### src/rtl/uart_bus_master.sv
// rtl/uart_bus_master.sv - UART byte frames to 32-bit peri-bus write/read transactions
// Optional CHK byte after the payload when UART_BM_CHKSUM_EN is defined.
module uart_bus_master #(
  parameter int RD_TIMEOUT = 256,
  parameter int RX_TIMEOUT = 100000
) (
  input  logic        i_clk,
  input  logic        i_rst,
  input  logic [7:0]  i_rx_8b,
  input  logic        i_rx_valid,
  output logic [7:0]  o_tx_8b,
  output logic        o_tx_valid,
  input  logic        i_tx_busy,
  output logic [31:0] o_addr_32b,
  output logic        o_wren,
  output logic        o_rden,
  output logic [31:0] o_din_32b,
  input  logic [31:0] i_dout_32b,
  input  logic        i_dout_32b_valid,
  output logic        o_busy
);

  localparam logic [2:0] S_IDLE   = 3'd0;
  localparam logic [2:0] S_CMD    = 3'd1;
  localparam logic [2:0] S_ADDR   = 3'd2;
  localparam logic [2:0] S_DATA   = 3'd3;
  localparam logic [2:0] S_CHK    = 3'd4;
  localparam logic [2:0] S_BUS    = 3'd5;
  localparam logic [2:0] S_RDWAIT = 3'd6;
  localparam logic [2:0] S_RESP   = 3'd7;

`ifdef UART_BM_CHKSUM_EN
  localparam logic [2:0] S_AFTER_PAYLOAD = S_CHK;
`else
  localparam logic [2:0] S_AFTER_PAYLOAD = S_BUS;
`endif

  localparam logic [23:0] RX_LIMIT = 24'(RX_TIMEOUT - 1);
  localparam logic [15:0] RD_LIMIT = 16'(RD_TIMEOUT);

  logic [2:0]  state;
  logic        is_read;
  logic [1:0]  byte_cnt;
  logic [31:0] addr_sr;
  logic [31:0] data_sr;
  logic [7:0]  chk_acc;
  logic [23:0] idle_cnt;
  logic [15:0] rd_cnt;
  logic [39:0] resp_sr;
  logic [2:0]  resp_left;
  logic        tx_gap;

  // Response bytes leave from the top of resp_sr; a pulse is only offered while the transmitter is free.
  assign o_tx_valid = (state == S_RESP) && !tx_gap && !i_tx_busy;
  assign o_tx_8b    = resp_sr[39:32];
  assign o_busy     = (state != S_IDLE);

  always_ff @(posedge i_clk) begin
    if (i_rst) begin
      state      <= S_IDLE;
      is_read    <= 1'b0;
      byte_cnt   <= 2'd0;
      addr_sr    <= 32'd0;
      data_sr    <= 32'd0;
      chk_acc    <= 8'd0;
      idle_cnt   <= 24'd0;
      rd_cnt     <= 16'd0;
      resp_sr    <= 40'd0;
      resp_left  <= 3'd0;
      tx_gap     <= 1'b0;
      o_addr_32b <= 32'd0;
      o_din_32b  <= 32'd0;
      o_wren     <= 1'b0;
      o_rden     <= 1'b0;
    end else begin
      o_wren <= 1'b0;
      o_rden <= 1'b0;
      case (state)
        S_IDLE: begin
          if (i_rx_valid && i_rx_8b == 8'hA5) begin
            state    <= S_CMD;
            idle_cnt <= 24'd0;
            chk_acc  <= 8'd0;
            byte_cnt <= 2'd0;
          end
        end
        S_CMD, S_ADDR, S_DATA, S_CHK: begin
          if (!i_rx_valid) begin
            if (idle_cnt == RX_LIMIT) state <= S_IDLE;
            else idle_cnt <= idle_cnt + 24'd1;
          end else begin
            idle_cnt <= 24'd0;
            chk_acc  <= chk_acc ^ i_rx_8b;
            byte_cnt <= byte_cnt + 2'd1;
            case (state)
              S_CMD: begin
                if (i_rx_8b == 8'h01 || i_rx_8b == 8'h02) begin
                  is_read  <= (i_rx_8b == 8'h02);
                  byte_cnt <= 2'd0;
                  state    <= S_ADDR;
                end else begin
                  resp_sr   <= {8'h5A, 8'hEC, 24'd0};
                  resp_left <= 3'd2;
                  tx_gap    <= 1'b0;
                  state     <= S_RESP;
                end
              end
              S_ADDR: begin
                addr_sr <= {addr_sr[23:0], i_rx_8b};
                if (byte_cnt == 2'd3) state <= is_read ? S_AFTER_PAYLOAD : S_DATA;
              end
              S_DATA: begin
                data_sr <= {data_sr[23:0], i_rx_8b};
                if (byte_cnt == 2'd3) state <= S_AFTER_PAYLOAD;
              end
              default: begin
                if (i_rx_8b == chk_acc) begin
                  state <= S_BUS;
                end else begin
                  resp_sr   <= {8'h5A, 8'hCE, 24'd0};
                  resp_left <= 3'd2;
                  tx_gap    <= 1'b0;
                  state     <= S_RESP;
                end
              end
            endcase
          end
        end
        S_BUS: begin
          o_addr_32b <= addr_sr;
          if (is_read) begin
            o_rden <= 1'b1;
            rd_cnt <= 16'd0;
            state  <= S_RDWAIT;
          end else begin
            o_din_32b <= data_sr;
            o_wren    <= 1'b1;
            resp_sr   <= {8'h5A, 8'h01, 24'd0};
            resp_left <= 3'd2;
            tx_gap    <= 1'b0;
            state     <= S_RESP;
          end
        end
        S_RDWAIT: begin
          // rd_cnt is 0 in the o_rden cycle, so valid is accepted up to RD_TIMEOUT cycles after it.
          if (i_dout_32b_valid) begin
            resp_sr   <= {8'h5A, i_dout_32b};
            resp_left <= 3'd5;
            tx_gap    <= 1'b0;
            state     <= S_RESP;
          end else if (rd_cnt == RD_LIMIT) begin
            resp_sr   <= {8'h5A, 8'hEE, 24'd0};
            resp_left <= 3'd2;
            tx_gap    <= 1'b0;
            state     <= S_RESP;
          end else begin
            rd_cnt <= rd_cnt + 16'd1;
          end
        end
        default: begin
          tx_gap <= o_tx_valid;
          if (o_tx_valid) begin
            resp_sr   <= {resp_sr[31:0], 8'd0};
            resp_left <= resp_left - 3'd1;
            if (resp_left == 3'd1) state <= S_IDLE;
          end
        end
      endcase
    end
  end

endmodule
### config.mk
export PLATFORM = sky130hd
export DESIGN_NAME = uart_bus_master
export DESIGN_NICKNAME = d
export VERILOG_FILES = /design/src/rtl/uart_bus_master.sv
export SDC_FILE = /design/constraint.sdc
export NUM_CORES = 1
export LEC_CHECK = 0
export ABC_AREA = 1
export CAP_MARGIN = 20
export CORE_MARGIN = 5
export CORE_UTILIZATION = 35
export CTS_BUF_LIST = sky130_fd_sc_hd__clkbuf_2
export CTS_CLUSTER_SIZE = 24
export DETAILED_ROUTE_END_ITERATION = 10
export SETUP_SLACK_MARGIN = 0.05
export SYNTH_ARGS = -nofsm -noshare
export SYNTH_HDL_FRONTEND = slang
export SYNTH_SLANG_ARGS = --single-unit
### constraint.sdc
create_clock -name i_clk -period 5.85 [get_ports i_clk]
set_clock_uncertainty 0.2 [all_clocks]
set_input_delay 1.17 -clock i_clk [delete_from_list [all_inputs] [get_ports i_clk]]
set_output_delay 1.17 -clock i_clk [all_outputs]
set_load 0.05 [all_outputs]
==> qor.yml <==
pwr:
  p_clk_frac: 0.380
  p_per_area_mw_per_mm2: 263
  p_comb_frac: 0.123
  switching_share: 0.320
  internal_power_mw: 2.16
  peakVddDrop_mv: 0.133
  p_switching_mw: 1.01
  total_power_mw: 3.17
  p_seq_frac: 0.497
  p_leak_nw: 4.84
clock_tree:
  cts.sinks: 228
  cts_buffer_depth: 3
  root_buffer: "clkbuf_2"
  postCtsSetupBuffers: 0
  cts_tree: "built"
  clock_latency_ps: 820
  cts_hold_repair.buffers: 0
  htreeDepth: 3
  clkTransAtPathRegs_ps: 90
  numCtsBuffers: 66
  cts_resized: 0
outcome:
  status: "completed"
detailed_routing:
  totalWireLength_mm: 27.2
  drc: 0
  wl_per_cell_um: 13.8
  drt_iter0_markers: 615
  viasPerCell: 4.83
  vias: 9533
  dr.pass1.iters: 5
  ant_nets: 0
placed_design:
  placedCellCount: 1859
  dp_hpwl_mm: 17.6
  gp_congestion: 0.898
  dpl_worst_slack_ps: 1410
  io_buffers: 120
global_routing:
  grt_pass1_vias: 9177
  globalRouteOverflowTotal: 0
  grt_max_degree: 94
  grt_usage: 0.162
  grt_pass1_wl_mm: 44.8
  grt_antenna_before_repair: 1
critical_path:
  required_ps: 4480
  path_class: "input port to output pin"
  critPathMaxFanout: 6
  start_kind: "input port"
  rrSetupSlack_ps: 2380
  worst_setup_path_end_kind: "output pin"
  arrival_ps: 3090
logic_synthesis:
  synthTopCellsByArea: "dfxtp_1 (45%), nor2_1 (10%), nand2_1 (9.1%)"
  async_reset_ff_frac: 0
  yosys-top-cells-count: "nor2_1 (275), nand2_1 (245), dfxtp_1 (228)"
  synth-seq-area-share: 0.451
  synth_nets: 1483
  synth_most_common_cell: "nor2_1"
  syn_inst: 1432
  yosys_warnings: 0
  synth_edf_count: 0
  ys_ff_latch: 228
  yosysTopAreaCellShare: 0.451
  synthFlopType: "dfxtp_1"
  syn-cell-area_mm2: 0.0101
  synth_area_per_cell_um2: 7.07
  synth_top_area_cell: "dfxtp_1"
  synth_cell_types: 44
timing:
  fmax_mhz: 224
  hold_violations: 0
  worst_pin_slew_ps: 840
  report.final.slew_viol_count: 0
  finalCritPeriodShare: 0.762
  setup_tns_ps: 0
  slew_headroom: 0.440
  postLayoutSetupSlackWorst_ps: 1390
  period_minus_slack_ps: 4460
  rsz0062_at_grt: "false"
  setup_viol: 0
cells_and_area:
  syn_to_final_growth_pct: 19.3
  final_nets: 1594
  drive_above_1_share: 0.0956
  fillers: 3058
  stdcell_count: 1975
floorplanning:
  rows: 62
  die_h_um: 180
  start_util: 0.354
  die_w_um: 180
  die-area_mm2: 0.0324
  core_mm2: 0.0286
  ios: 121
worst_hold_path:
  hp-class: "flip-flop to flip-flop"
flow_run:
  maxCapViolations: 0
-- layout make-up --
class / instances / area (um^2) / area share
antenna: 1 / 2.50 / 0.000207
clock buffer: 95 / 475 / 0.0393
clock inverter: 20 / 134 / 0.0111
inverter: 124 / 470 / 0.0389
multi-input combinational: 996 / 4700 / 0.389
sequential: 228 / 4560 / 0.378
tap: 384 / 480 / 0.0398
timing repair buffer: 127 / 1260 / 0.104
-- worst paths after layout --
| check | start | end | depth (start not counted) |
|---|---|---|---|
| setup / recovery | i_tx_busy | o_tx_valid | 4 |
| setup reg to reg | state[1]$_SDFFE_PP0P_ | resp_left[1]$_SDFFE_PP0P_ | 10 |
| hold reg to reg | addr_sr[26]$_SDFFE_PP0P_ | o_addr_32b[26]$_SDFFE_PP0P_ | 2 |
| hold / removal | addr_sr[26]$_SDFFE_PP0P_ | o_addr_32b[26]$_SDFFE_PP0P_ | 2 |
-- state kept, by name, summed over array words and instances (netlist names) --
| signal | cells |
|---|---|
| addr_sr | 32 |
| byte_cnt | 2 |
| chk_acc | 8 |
| data_sr | 32 |
| idle_cnt | 24 |
| is_read | 1 |
| o_addr_32b | 32 |
| o_din_32b | 32 |
| o_rden | 1 |
| o_wren | 1 |
| rd_cnt | 16 |
| resp_left | 3 |
| resp_sr | 40 |
| state | 3 |
| tx_gap | 1 |
-- worst max-delay path, stage by stage --
cell and delay, ps:
clkdlybuf4s50_1 440, or2_2 320, nor3_4 280, clkdlybuf4s50_1 870
-- cells in the final DEF (no fill, tap or decap), types with 2 or more instances in the layout --
cell type        Yosys  routed
a211oi_1             2       2
a21boi_0            11      11
a21boi_1             6       6
a21oi_1            125     125
a21oi_2              2       2
buf_4               18       6
clkbuf_2             1      95
clkdlybuf4s50_1      0     119
clkinv_1             3      14
dfxtp_1            228     228
ha_1                 6       6
inv_1              108     108
inv_2               12      12
inv_4                1       2
inv_6                0       3
nand2_1            245     245
nand2_2              6       6
nand3_1             64      64
nand3_2              2       2
nand3_4              2       2
nand4_1             49      49
nor2_1             275     273
nor2_2               3       4
nor2_4               3       4
nor3_1              11      11
o21ai_0            148     148
o21ai_1              2       2
o22ai_1              2       2
o31ai_1              7       7
or2_2                3       3
xnor2_1              7       7
xor2_1               5       5
-- routing by layer --
| layer | share of wire | wire (um) | up-vias | global-route usage |
|---|---|---|---|---|
| li1 | - | - | 4917 | - |
| met4 | 0.019 | 514 | 0 | 0.0551 |
| met3 | 0.050 | 1360 | 48 | 0.0398 |
| met5 | 0 | 0 | - | 0 |
| met2 | 0.45 | 12200 | 198 | 0.258 |
| met1 | 0.48 | 13100 | 4370 | 0.216 |
-- kinds of logic after synthesis --
kind of cell | after synthesis | synth area share
and+or+nand+nor | 669 | 0.283
AOI/OAI and AO/OA | 309 | 0.161
DFF | 228 | 0.451
buffers and inverters | 208 | 0.0869
xor gates and xnor gates | 12 | 0.0104
adders and majority gates | 6 | 0.00741
-- stage by stage --
| step | area (um^2) | hold slack [ps] | util |
|---|---|---|---|
| detailed placement | 11500 | 242 | 0.401 |
| CTS | 12100 | 229 | 0.422 |
| floorplan | 10100 | 230 | - |
| global placement | 11500 | 241 | 0.401 |
| global route | 12100 | 242 | 0.422 |
| finish | 12100 | 223 | 0.422 |
-- power groups by stage --
stage / combinational [mW] / clock (mW) / sequential (mW)
5_1_grt: 0.433 / 1.35 / 1.58
3_3_place_gp: 0.394 / 0 / 1.61
4_1_cts: 0.393 / 1.26 / 1.58
2_1_floorplan: 0.284 / 0 / 1.61
3_5_place_dp: 0.392 / 0 / 1.61
6_report: 0.390 / 1.21 / 1.58
Note: power is estimated with default switching activity, not from simulation.
